--- config.mk ---
export PLATFORM = sky130hd
export DESIGN_NAME = display_scan_ctrl_flat
export DESIGN_NICKNAME = d
export VERILOG_FILES = /design/src/rtl/display_scan_ctrl_pkg.sv /design/src/rtl/display_scan_ctrl_if.sv /design/src/rtl/display_scan_ctrl_hex7seg.sv /design/src/rtl/display_scan_ctrl.sv /design/src/flat_wrapper.sv
export SDC_FILE = /design/constraint.sdc
export NUM_CORES = 1
export LEC_CHECK = 0
export CORE_MARGIN = 1.5
export CORE_UTILIZATION = 38
export DETAILED_ROUTE_END_ITERATION = 12
export PLACE_DENSITY = 0.72
export SYNTH_ARGS = -nofsm -noshare
export SYNTH_HDL_FRONTEND = slang
export SYNTH_SLANG_ARGS = --single-unit
export TNS_END_PERCENT = 100
--- constraint.sdc ---
create_clock -name clock -period 2.35 [get_ports clock]
set_input_delay 0.47 -clock clock [delete_from_list [all_inputs] [get_ports clock]]
set_output_delay 0.47 -clock clock [all_outputs]
set_load 0.02 [all_outputs]
--- src/rtl/display_scan_ctrl_pkg.sv ---
// Shared types and helpers for the display scan controller.
// Pure declarations: no latency, no flow control.
package display_pkg;

  localparam logic [6:0] SEG_BLANK = 7'h7F;
  localparam int         MAX_DIG   = 16;

  typedef logic [3:0] nibble_t;

  // Bit d is set when d>0 and every nibble from d up to ndig-1 is zero.
  function automatic logic [MAX_DIG-1:0] lead_zero_mask(input logic [MAX_DIG*4-1:0] value,
                                                        input int ndig);
    logic zero_above;
    lead_zero_mask = '0;
    zero_above     = 1'b1;
    for (int d = MAX_DIG - 1; d >= 1; d--) begin
      if (d < ndig) begin
        zero_above        = zero_above && (value[d*4 +: 4] == 4'h0);
        lead_zero_mask[d] = zero_above;
      end
    end
  endfunction

endpackage

--- src/rtl/display_scan_ctrl_if.sv ---
// Load handshake bundle for the scan controller: one word plus its masks.
// Valid/ready; the word transfers on the cycle both are high.
interface display_scan_ctrl_if #(
  parameter int NDIG = 8
);
  logic              load_valid;
  logic              load_ready;
  logic [NDIG*4-1:0] load_value;
  logic [NDIG-1:0]   load_blank;
  logic [NDIG-1:0]   load_blink;

  modport master (
    output load_valid, load_value, load_blank, load_blink,
    input  load_ready
  );

  modport slave (
    input  load_valid, load_value, load_blank, load_blink,
    output load_ready
  );
endinterface

--- src/rtl/display_scan_ctrl_hex7seg.sv ---
// Hex nibble to active-low segment pattern {g,f,e,d,c,b,a}.
// Purely combinational; no flow control.
module hex7seg
  import display_pkg::*;
(
  input  nibble_t    nib,
  output logic [6:0] seg
);

  always_comb begin
    seg = SEG_BLANK;
    unique case (nib)
      4'h0: seg = 7'h40;
      4'h1: seg = 7'h79;
      4'h2: seg = 7'h24;
      4'h3: seg = 7'h30;
      4'h4: seg = 7'h19;
      4'h5: seg = 7'h12;
      4'h6: seg = 7'h02;
      4'h7: seg = 7'h78;
      4'h8: seg = 7'h00;
      4'h9: seg = 7'h10;
      4'hA: seg = 7'h08;
      4'hB: seg = 7'h03;
      4'hC: seg = 7'h46;
      4'hD: seg = 7'h21;
      4'hE: seg = 7'h06;
      4'hF: seg = 7'h0E;
    endcase
  end

endmodule

--- src/rtl/display_scan_ctrl.sv ---
// Time-multiplexed hex display scanner; outputs registered one cycle after prescaler/idx.
// Backpressure: load_ready low while a word is pending; pending commits only at frame end.
module display_scan_ctrl
  import display_pkg::*;
#(
  parameter int NDIG         = 8,
  parameter int SCAN_DIV     = 50000,
  parameter int DEAD         = 4,
  parameter int BLINK_FRAMES = 64
) (
  input  logic                clock,
  input  logic                reset_n,
  display_scan_ctrl_if.slave  load,
  input  logic                lz_suppress,
  output logic [6:0]          seg,
  output logic [NDIG-1:0]     dig_sel_n,
  output logic                frame_tick
);

  localparam int PW  = $clog2(SCAN_DIV);
  localparam int IW  = $clog2(NDIG);
  localparam int BW  = $clog2(BLINK_FRAMES) + 1;
  localparam int LZW = MAX_DIG * 4;

  logic [PW-1:0]     presc;
  logic [IW-1:0]     idx;
  logic [BW-1:0]     blink_cnt;
  logic              blink_phase;
  logic              pend_full;
  logic [NDIG*4-1:0] pend_value, act_value;
  logic [NDIG-1:0]   pend_blank, pend_blink, act_blank, act_blink;
  logic [NDIG-1:0]   lz_mask;
  logic              slot_end, frame_end, accept, digit_blank;
  nibble_t           cur_nib;
  logic [6:0]        cur_seg;

  assign slot_end       = (presc == PW'(SCAN_DIV - 1));
  assign frame_end      = slot_end && (idx == IW'(NDIG - 1));
  assign load.load_ready = ~pend_full;
  assign accept         = load.load_valid && ~pend_full;

  // Zero test looks only at the digit values; the masks never hide a nonzero digit.
  assign lz_mask     = NDIG'(lead_zero_mask(LZW'(act_value), NDIG));
  assign cur_nib     = act_value[{idx, 2'b00} +: 4];
  assign digit_blank = act_blank[idx] | (act_blink[idx] & blink_phase) |
                       (lz_suppress & lz_mask[idx]);

  hex7seg u_hex7seg (
    .nib (cur_nib),
    .seg (cur_seg)
  );

  always_ff @(posedge clock or negedge reset_n) begin
    if (!reset_n) begin
      presc       <= '0;
      idx         <= '0;
      blink_cnt   <= '0;
      blink_phase <= 1'b0;
      pend_full   <= 1'b0;
      pend_value  <= '0;
      pend_blank  <= '0;
      pend_blink  <= '0;
      act_value   <= '0;
      act_blank   <= '0;
      act_blink   <= '0;
      seg         <= SEG_BLANK;
      dig_sel_n   <= '1;
      frame_tick  <= 1'b0;
    end else begin
      presc      <= slot_end ? '0 : presc + 1'b1;
      frame_tick <= frame_end;
      if (slot_end) begin
        idx <= (idx == IW'(NDIG - 1)) ? '0 : idx + 1'b1;
      end

      // Commit needs a full buffer and accept needs an empty one, so they never collide.
      if (frame_end) begin
        if (pend_full) begin
          act_value <= pend_value;
          act_blank <= pend_blank;
          act_blink <= pend_blink;
          pend_full <= 1'b0;
        end
        if (blink_cnt == BW'(BLINK_FRAMES - 1)) begin
          blink_cnt   <= '0;
          blink_phase <= ~blink_phase;
        end else begin
          blink_cnt <= blink_cnt + 1'b1;
        end
      end
      if (accept) begin
        pend_value <= load.load_value;
        pend_blank <= load.load_blank;
        pend_blink <= load.load_blink;
        pend_full  <= 1'b1;
      end

      if (presc < PW'(DEAD)) begin
        seg       <= SEG_BLANK;
        dig_sel_n <= '1;
      end else begin
        seg       <= digit_blank ? SEG_BLANK : cur_seg;
        dig_sel_n <= ~(NDIG'(1) << idx);
      end
    end
  end

endmodule

--- src/flat_wrapper.sv ---
// flat-port wrapper written by rule: the top's interface ports become plain ports
module display_scan_ctrl_flat import display_pkg::*;
#(
  parameter int NDIG         = 8,
  parameter int SCAN_DIV     = 50000,
  parameter int DEAD         = 4,
  parameter int BLINK_FRAMES = 64
)
  (clock, reset_n, lz_suppress, seg, dig_sel_n, frame_tick, load_load_valid, load_load_value, load_load_blank, load_load_blink, load_load_ready);
  display_scan_ctrl_if #(.NDIG(NDIG)) load_i ();
  input  logic clock;
  input  logic reset_n;
  input  logic lz_suppress;
  output logic [6:0] seg;
  output logic [NDIG-1:0] dig_sel_n;
  output logic frame_tick;
  input wire logic [$bits(load_i.load_valid)-1:0] load_load_valid;
  input wire logic [$bits(load_i.load_value)-1:0] load_load_value;
  input wire logic [$bits(load_i.load_blank)-1:0] load_load_blank;
  input wire logic [$bits(load_i.load_blink)-1:0] load_load_blink;
  output wire logic [$bits(load_i.load_ready)-1:0] load_load_ready;
  assign load_i.load_valid = load_load_valid;
  assign load_i.load_value = load_load_value;
  assign load_i.load_blank = load_load_blank;
  assign load_i.load_blink = load_load_blink;
  assign load_load_ready = load_i.load_ready;
  display_scan_ctrl #(.NDIG(NDIG), .SCAN_DIV(SCAN_DIV), .DEAD(DEAD), .BLINK_FRAMES(BLINK_FRAMES)) u_core (.clock(clock), .reset_n(reset_n), .load(load_i), .lz_suppress(lz_suppress), .seg(seg), .dig_sel_n(dig_sel_n), .frame_tick(frame_tick));
endmodule
==> flow_metrics.env <==
export IMPL_status="finished clean"
export IMPL_routabilityCongestion=0.837
export IMPL_num_io_pins=69
export IMPL_cts_buffer_depth=2
export IMPL_cts_htree_levels=4
export IMPL_io_buffers=68
export IMPL_route_detailed_drc=0
export IMPL_die_h_um=131
export IMPL_tightestPinTransition_ns=0.601
export IMPL_critical_path_arrival_ns=2.56
export IMPL_ir_drop_mv=0.563
export IMPL_dp_hpwl_um=8610
export IMPL_grt_pass1_vias=3993
export IMPL_syn_area_um2=6190
export IMPL_finalHoldViolCount=0
export IMPL_core_um2=15900
export IMPL_power_density_nw_per_um2=695
export IMPL_seqCellArea_um2=3520
export IMPL_multi_input_comb_area_um2=2520
export IMPL_yosys_warnings=0
export IMPL_setup_violations=0
export IMPL_drtIter0Drc=175
export IMPL_cts_root_buffer="clkbuf_16"
export IMPL_final_nets=597
export IMPL_synth_ff_type="dfrtp_1"
export IMPL_grt_start_max_net_pins=52
export IMPL_mostFrequentLayoutCell="dfrtp_1"
export IMPL_grt_util_met1_pct=20.9
export IMPL_clk_insertion_delay_late_ns=0.42
export IMPL_num_vias=3843
export IMPL_cts_buffers=17
export IMPL_die_w_um=131
export IMPL_use_met3_pct=4.40
export IMPL_clk_pin_slew_worst_paths_ns=0.06
export IMPL_rsz0062_at_grt="no"
export IMPL_slew_headroom_pct=59.6
export IMPL_grt_busiest_layer="met2"
export IMPL_wire_per_inst_um=16.0
export IMPL_fin_crit_sh_pct=94.6
export IMPL_yosysSeqAreaShare_pct=56.9
export IMPL_synth_edf_count=0
export IMPL_ys_types=45
export IMPL_grtUsageMet2_pct=24.7
export IMPL_synth_nets=512
export IMPL_setup_tns_ns=0
export IMPL_grt_pass1_wl_um=20600
export IMPL_post_cts_buffers=0
export IMPL_clock_sinks=140
export IMPL_antenna_found_initial=1
export IMPL_die_area_um2=17100
export IMPL_ant_nets=0
export IMPL_syn_area_per_cell_um2=13.9
export IMPL_worstSetupPathType="reg2reg"
export IMPL_grt_use_total_pct=15.9
export IMPL_dr_pass1_iters=4
export IMPL_p_leak_uw=0.00350
export IMPL_setup_worst_path_start_class="register"
export IMPL_cp_max_fo=15
export IMPL_finClkSkew_ns=0.0135
export IMPL_hold_path_class="reg2reg"
export IMPL_area_growth_pct=25.8
export IMPL_nFillCells=1404
export IMPL_cp_end_kind="register"
export IMPL_grt_overflow=0
export IMPL_row_count=46
export IMPL_totalWireLength_um=12200
export IMPL_mostFrequentLayoutCells="124 x dfrtp_1, 89 x mux2_2, 67 x clkdlybuf4s50_1, 23 x nand3_1, 22 x nand2_1"
export IMPL_cap_violations=0
export IMPL_maxSlewViolCount=0
export IMPL_finalCriticalPeriod_ns=2.22
export IMPL_p_total_uw=5420
export IMPL_start_util_pct=39.0
export IMPL_synthArstFlopShare_pct=100
export IMPL_drive_above_1_share_pct=33.1
export IMPL_tritoncts="built"
export IMPL_ys_seq_elements=140
export IMPL_cp_required_ns=2.69
export IMPL_syn_inst=446
export IMPL_timing_fmax_ghz=0.450
export IMPL_vias_per_cell=5.05
[worst max-delay path: stages, from the launching register on]
cell      delay, ns
dfrtp_1        0.71
mux4_2         0.40
mux2i_1        0.23
inv_1          0.12
ha_1           0.21
inv_1          0.08
nor2_1         0.07
a211oi_1       0.22
o21ai_1        0.11
[synth_stat cells, types with 7 or more instances]
library cell | number | share of area [%]
xor2_1 | 8 | 1.1
ha_1 | 14 | 2.8
mux4_2 | 12 | 4.4
dfstp_2 | 15 | 6.4
inv_1 | 12 | 0.73
nor3_1 | 8 | 0.65
nand3_1 | 23 | 1.9
mux2_4 | 9 | 2.2
nor2_1 | 18 | 1.1
o21ai_0 | 7 | 0.57
dfrtp_1 | 125 | 51
xnor2_1 | 8 | 1.1
nand2_1 | 22 | 1.3
mux2_2 | 89 | 16
nor4_1 | 7 | 0.71
[logic make-up (layout without fill, tap and decap cells)]
| kind of cell | Yosys count | in the layout | synth area share, % |
|---|---|---|---|
| AOI/OAI and AO/OA | 28 | 28 | 3.21 |
| xor gates and xnor gates | 16 | 16 | 2.26 |
| adders and majority gates | 15 | 15 | 2.99 |
| buffers and inverters | 30 | 128 | 2.55 |
| DFF | 140 | 140 | 56.9 |
| muxes | 115 | 115 | 23.5 |
| other | 0 | 1 | 0 |
| and+or+nand+nor | 102 | 102 | 8.53 |
[registers in the layout, summed over array words and instances (netlist names)]
register	cells
u_core.pend_blank	8
u_core.dig_sel_n	8
u_core.act_value	32
u_core.pend_value	32
u_core.frame_tick	1
u_core.idx	3
u_core.pend_full	1
u_core.presc	16
u_core.pend_blink	8
u_core.act_blank	8
u_core.act_blink	8
u_core.blink_cnt	7
u_core.blink_phase	1
u_core.seg	7
[metrics by stage]
step,setup WS [ns],cells,hold WS (ns),area (um^2),util [%]
3_3_place_gp,0.103,727,0.447,7200,45.3
5_1_grt,0.00974,761,0.515,7790,49.0
6_report,0.128,761,0.496,7790,49.0
4_1_cts,0.0643,760,0.497,7780,49.0
2_1_floorplan,0.0559,446,0.174,6190,-
3_5_place_dp,0.0701,727,0.444,7200,45.3
[per-layer routing]
| layer | up-vias | part of all wire (%) |
|---|---|---|
| li1 | 1773 | - |
| met1 | 1943 | 46 |
| met2 | 103 | 47 |
| met3 | 24 | 4.3 |
| met4 | 0 | 2.6 |
| met5 | - | 0 |
[final timing paths]
| kind | slack [ns] | cells after the start | to | start |
|---|---|---|---|---|
| min in group asynchronous | 0.58 | 2 | u_core.presc[11]$_DFF_PN0_ | reset_n |
| setup reg to reg | 0.13 | 8 | u_core.seg[3]$_DFF_PN1_ | u_core.idx[1]$_DFFE_PN0N_ |
| max in group asynchronous | 1.12 | 3 | u_core.seg[4]$_DFF_PN1_ | reset_n |
| hold reg to reg | 0.50 | 1 | u_core.presc[10]$_DFF_PN0_ | u_core.presc[10]$_DFF_PN0_ |
| setup / recovery | 0.13 | 8 | u_core.seg[3]$_DFF_PN1_ | u_core.idx[1]$_DFFE_PN0N_ |
| hold / removal | 0.50 | 1 | u_core.presc[10]$_DFF_PN0_ | u_core.presc[10]$_DFF_PN0_ |
[area by class of cell]
cell class | instances | area share (%)
diodes | 1 | 0.0321
clock buffers | 17 | 5.46
clock inverters | 15 | 1.90
inverters | 12 | 0.578
multi-input cells | 276 | 32.3
flip-flops and latches | 140 | 45.3
well taps | 216 | 3.47
repair buffers | 84 | 11.0
[what timing repair did]
action,in CTS,in global routing
hold buffers,1,0
gates resized for setup,0,1
endpoints found under the setup margin,0,8
endpoints found under the hold margin,6,0
[power breakdown]
| group | internal, uW | switching, uW |
|---|---|---|
| registers | 2520 | 67.3 |
| logic | 160 | 83.9 |
| clock network | 1550 | 1030 |
| total | 4230 | 1180 |
Note: power is estimated with default switching activity, not from simulation.
